### src/rtl/clint_mh.sv
// Multi-hart core-local interruptor: shared prescaled 64-bit mtime, per-hart
// mtimecmp/msip, registered timer IRQs, zero-wait-state APB slave.
module clint_mh #(
    parameter int APB_ADDR_WIDTH = 12,
    parameter int NUM_HARTS      = 4,
    parameter int TICK_DIV       = 1
) (
    input  logic                      PCLK,
    input  logic                      PRESET,
    input  logic [APB_ADDR_WIDTH-1:0] PADDR,
    input  logic [31:0]               PWDATA,
    input  logic                      PWRITE,
    input  logic                      PSEL,
    input  logic                      PENABLE,
    output logic [31:0]               PRDATA,
    output logic                      PREADY,
    output logic                      PSLVERR,
    output logic [NUM_HARTS-1:0]      msi_o,
    output logic [NUM_HARTS-1:0]      mti_o
);

    localparam int PW = (TICK_DIV > 1) ? $clog2(TICK_DIV) : 1;
    localparam logic [PW-1:0] PS_LAST = PW'(TICK_DIV - 1);

    logic [11:0]          off;
    logic                 upper_ok;
    logic [4:0]           msip_idx;
    logic [4:0]           cmp_idx;
    logic                 sel_msip, sel_cmp, sel_ctrl, sel_mlo, sel_mhi;
    logic                 hit, access, wr_en, mtime_wr, tick;

    logic [63:0]          mtime;
    logic [63:0]          mtimecmp [NUM_HARTS];
    logic [NUM_HARTS-1:0] msip;
    logic [NUM_HARTS-1:0] mti_q;
    logic                 timer_en;
    logic [PW-1:0]        presc;
    logic [31:0]          rdata;

    // Address bits above the 4 KiB window must be zero for a hit.
    generate
        if (APB_ADDR_WIDTH > 12) begin : g_upper
            assign upper_ok = ~|PADDR[APB_ADDR_WIDTH-1:12];
        end else begin : g_no_upper
            assign upper_ok = 1'b1;
        end
    endgenerate

    assign off      = PADDR[11:0];
    assign msip_idx = off[6:2];
    assign cmp_idx  = off[7:3];

    assign sel_msip = upper_ok && (off[11:7] == 5'd0) && (int'(msip_idx) < NUM_HARTS);
    assign sel_cmp  = upper_ok && (off[11:8] == 4'h1) && (int'(cmp_idx) < NUM_HARTS);
    assign sel_ctrl = upper_ok && (off[11:2] == 10'h1FC);
    assign sel_mlo  = upper_ok && (off[11:2] == 10'h1FE);
    assign sel_mhi  = upper_ok && (off[11:2] == 10'h1FF);

    assign hit      = sel_msip | sel_cmp | sel_ctrl | sel_mlo | sel_mhi;
    assign access   = PSEL & PENABLE;
    assign wr_en    = access & PWRITE & hit;
    assign mtime_wr = wr_en & (sel_mlo | sel_mhi);
    assign tick     = timer_en && (presc == PS_LAST);

    // A software write to either mtime half wins over a coincident tick.
    always_ff @(posedge PCLK or posedge PRESET) begin
        if (PRESET) begin
            mtime    <= '0;
            presc    <= '0;
            timer_en <= 1'b1;
        end else begin
            if (mtime_wr) begin
                presc <= '0;
                if (sel_mlo) mtime[31:0]  <= PWDATA;
                else         mtime[63:32] <= PWDATA;
            end else if (timer_en) begin
                if (tick) begin
                    presc <= '0;
                    mtime <= mtime + 64'd1;
                end else begin
                    presc <= presc + 1'b1;
                end
            end
            if (wr_en && sel_ctrl) timer_en <= PWDATA[0];
        end
    end

    always_ff @(posedge PCLK or posedge PRESET) begin
        if (PRESET) begin
            msip  <= '0;
            mti_q <= '0;
            for (int h = 0; h < NUM_HARTS; h++) mtimecmp[h] <= '1;
        end else begin
            for (int h = 0; h < NUM_HARTS; h++) begin
                if (wr_en && sel_msip && (int'(msip_idx) == h)) msip[h] <= PWDATA[0];
                if (wr_en && sel_cmp && (int'(cmp_idx) == h)) begin
                    if (off[2]) mtimecmp[h][63:32] <= PWDATA;
                    else        mtimecmp[h][31:0]  <= PWDATA;
                end
                mti_q[h] <= (mtime >= mtimecmp[h]);
            end
        end
    end

    always_comb begin
        rdata = '0;
        if (access) begin
            for (int h = 0; h < NUM_HARTS; h++) begin
                if (sel_msip && (int'(msip_idx) == h)) rdata = {31'd0, msip[h]};
                if (sel_cmp && (int'(cmp_idx) == h))
                    rdata = off[2] ? mtimecmp[h][63:32] : mtimecmp[h][31:0];
            end
            if (sel_ctrl) rdata = {31'd0, timer_en};
            if (sel_mlo)  rdata = mtime[31:0];
            if (sel_mhi)  rdata = mtime[63:32];
        end
    end

    assign PRDATA  = rdata;
    assign PSLVERR = access & ~hit;
    assign PREADY  = 1'b1;
    assign msi_o   = msip;
    assign mti_o   = mti_q;

endmodule

### config.mk
export PLATFORM = sky130hd
export DESIGN_NAME = clint_mh
export DESIGN_NICKNAME = d
export VERILOG_FILES = /design/src/rtl/clint_mh.sv
export SDC_FILE = /design/constraint.sdc
export NUM_CORES = 1
export LEC_CHECK = 0
export ABC_AREA = 0
export CORE_MARGIN = 2
export CORE_UTILIZATION = 58
export CTS_BUF_LIST = sky130_fd_sc_hd__clkbuf_8
export DETAILED_ROUTE_END_ITERATION = 12
export PLACE_DENSITY = 0.86
export SLEW_MARGIN = 10
export SYNTH_ARGS = -nofsm -noshare
export SYNTH_HDL_FRONTEND = slang
export SYNTH_SLANG_ARGS = --single-unit
### constraint.sdc
create_clock -name PCLK -period 9.3 [get_ports PCLK]
set_clock_uncertainty 0.05 [all_clocks]
set_input_delay 0.93 -clock PCLK [delete_from_list [all_inputs] [get_ports PCLK]]
set_output_delay 0.93 -clock PCLK [all_outputs]
set_load 0.01 [all_outputs]
==> qor.csv <==
stage;metric;value;unit
status;status;finished clean;
clock_tree;cts_setup_buffers;0;
timing;hold_viol_final;0;
detailed_routing;ant_nets;0;
global_routing;grt_max_degree;173;
clock_tree;cts_sinks;330;
floorplanning;initial_core_util;0.590;
power_and_ir_drop;ir_drop;104;uV
global_routing;grt_overflow;0;
timing;slew_headroom;0.113;
logic_synthesis;async_flop_share;1.00;
power_and_ir_drop;p_leak;11.7;nW
timing;rsz0062_at_grt;no;
clock_tree;cts-root-buf;clkbuf_8;
flow_run;maxCapViolCount;0;
global_routing;grt_pass1_vias;20756;
layout;drive_above_1_share;0.245;
clock_tree;cts_made_buffers;60;
logic_synthesis;postSynthRegisterBits;330;
timing;slew_viol_final;0;
logic_synthesis;synth_flop_cell;dfstp_2;
global_routing;track_usage;0.387;
timing;fin_tns_setup;0;ps
power_and_ir_drop;power_density;120;nW/um^2
logic_synthesis;mappedNetlistNets;2757;
clock_tree;clk_pin_slew;60;ps
logic_synthesis;seq_area_frac_synth;0.364;
layout;fill_cells;3143;
detailed_routing;first_pass_iters;8;
detailed_routing;drtIter0Drc;2730;
timing;finalSetupViolations;0;
logic_synthesis;synth-edff-count;0;
floorplanning;design.portCount;91;
timing;fin_crit;6050;ps
worst_setup_path;worstPathArrival;5070;ps
placement;finalWeightedCongestion;0.971;
floorplanning;core_area;39900;um^2
min_path;hold_class;flop to flop;
clock_tree;cts_tree;yes;
clock_tree;post_cts_resized;0;
floorplanning;die_h;205;um
layout;syn2layout_area_growth;10.1;%
logic_synthesis;syn_area;23500;um^2
layout;nets;2780;
global_routing;antenna_found_initial;1;
timing;post-route-period-util;0.651;
placement;place_hpwl;55600;um
floorplanning;die_x;205;um
placement;io_buffers;87;
clock_tree;clock_path_buffers;3;
detailed_routing;drc;0;
logic_synthesis;synthCells;2451;
layout;stdcell_area;25900;um^2
worst_setup_path;start_kind;input port;
worst_setup_path;path_class;input port to primary output;
detailed_routing;via_per_inst;6.80;
timing;hold_slack;466;ps
clock_tree;cts.htree.levels;2;
worst_setup_path;worstPathMaxFanout;15;
worst_setup_path;critPathRequiredTime;8320;ps
timing;worstMarginPinSlew;1330;ps
timing;fmax;0.165;GHz
detailed_routing;vias;20735;
floorplanning;num_rows;73;
clock_tree;cts_hold_buf;0;
logic_synthesis;synthDistinctLibCells;88;
clock_tree;clk_latency;690;ps
global_routing;grt_pass1_wl;123000;um
detailed_routing;wirelength;80600;um
detailed_routing;wire_per_inst;26.4;um
logic_synthesis;yosysWarnings;0;
placement;place_area;24600;um^2
worst_setup_path;cp-end-kind;primary output;
floorplanning;dieArea;42200;um^2
logic_synthesis;syn_area_per_cell;9.61;um^2
[final timing paths]
| path | startpoint | cells past startpoint | slack [ps] | end |
|---|---|---|---|---|
| worst max-delay path | PADDR[9] | 9 | 3250 | PRDATA[11] |
| worst min-delay path | mtimecmp[146] | 2 | 470 | mtimecmp[146] |
| worst max register to register | mtime[0] | 9 | 5320 | mti_o[2] |
| worst min register to register | mtimecmp[146] | 2 | 470 | mtimecmp[146] |
| max in group asynchronous | PRESET | 4 | 6560 | mti_o[1] |
| min in group asynchronous | PRESET | 2 | 630 | mtimecmp[65] |
[where the power goes]
group	internal, W	leakage [nW]	switching (W)	total (W)
logic	0.0000487	7.31	0.000115	0.000164
registers	0.00144	3.63	0.00000337	0.00145
clock network	0.000825	0.746	0.000675	0.00150
[registers in the layout, summed over array words and instances, names as in the netlist]
name / cells
mtimecmp: 256
mti_o: 4
presc: 1
msi_o: 4
timer_en: 1
mtime: 64
[per-stage QoR]
step	std cells	total power [W]	util	setup slack [ps]
after CTS	3049	0.00310	0.649	3480
after detailed placement	2937	0.00163	0.617	3510
final	3050	0.00311	0.650	3250
after floorplan	2451	0.00156	-	4120
after global routing	3049	0.00318	0.649	3250
after global placement	2937	0.00162	0.617	3660
[layer usage]
layer	up-vias	routed length (um)	global-route usage
li1	8962	-	-
met3	314	10200	0.113
met4	2	4930	0.210
met2	1377	34100	0.575
met1	10080	31400	0.509
met5	-	9	0
[cells in the final DEF (no fill, tap or decap), drive strengths merged, types with 11 or more instances in the layout]
cell             n
mux2i           58
nand2          165
ha             257
a221oi          35
nor2b           13
mux2           200
a211oi          20
buf             28
a2111oi         11
nand4           54
dfstp          257
and3            16
a22oi           16
a21oi          155
a31oi           17
inv            286
nor3            38
clkinv          11
o22ai           43
o21ai          209
clkbuf          84
a21o            63
nand3           61
and4            18
nor2           102
dfrtp           73
mux4            16
clkdlybuf4s50   85
[Yosys cell counts, types with 10 or more instances]
| master | count | share of area |
|---|---|---|
| mux4_2 | 16 | 0.015 |
| a211oi_1 | 20 | 0.0064 |
| mux2i_1 | 58 | 0.025 |
| dfrtp_1 | 73 | 0.078 |
| a22oi_1 | 16 | 0.0051 |
| a31oi_1 | 17 | 0.0045 |
| a221oi_1 | 35 | 0.013 |
| a21o_1 | 63 | 0.020 |
| o22ai_1 | 43 | 0.011 |
| a21oi_1 | 155 | 0.033 |
| nor3_1 | 34 | 0.0072 |
| and4_1 | 17 | 0.0063 |
| o21ai_0 | 206 | 0.044 |
| nor2_1 | 99 | 0.016 |
| ha_1 | 257 | 0.14 |
| dfstp_2 | 257 | 0.29 |
| nand3_1 | 56 | 0.012 |
| nand4_1 | 52 | 0.014 |
| inv_1 | 270 | 0.043 |
| a2111oi_0 | 11 | 0.0041 |
| o211ai_1 | 10 | 0.0032 |
| buf_2 | 54 | 0.011 |
| nor2b_1 | 13 | 0.0035 |
| and3_1 | 16 | 0.0043 |
| nand2_1 | 163 | 0.026 |
| nand2b_1 | 10 | 0.0027 |
| mux2_1 | 16 | 0.0077 |
| mux2_4 | 30 | 0.019 |
| mux2_2 | 154 | 0.074 |
| clkbuf_1 | 85 | 0.014 |
[cell families after synthesis]
group,count (synthesis),synth area share
other,1,0.000159
DFF,330,0.364
and+or+nand+nor,507,0.110
adders and majority gates,257,0.137
AOI/OAI and AO/OA,659,0.176
muxes,274,0.140
buffers and inverters,423,0.0725
[critical path: stages]
cell and delay [ps]:
clkdlybuf4s50_1 470, nor4_4 380, nand3_2 430, nor2_1 200, buf_4 340, and3_1 1110, a221oi_1 270, nor2_1 330
clkdlybuf4s50_1 610
[cell type report]
type / count / area, um^2 / share of cell area
multi-input cells: 1698 / 13300 / 0.513
well taps: 525 / 657 / 0.0253
clock buffers: 84 / 1160 / 0.0446
clock inverters: 28 / 145 / 0.00560
repair buffers: 113 / 1070 / 0.0415
inverters: 271 / 1020 / 0.0394
diodes: 1 / 2.50 / 0.0000965
flip-flops and latches: 330 / 8580 / 0.331
Note: power is estimated with default switching activity, not from simulation.
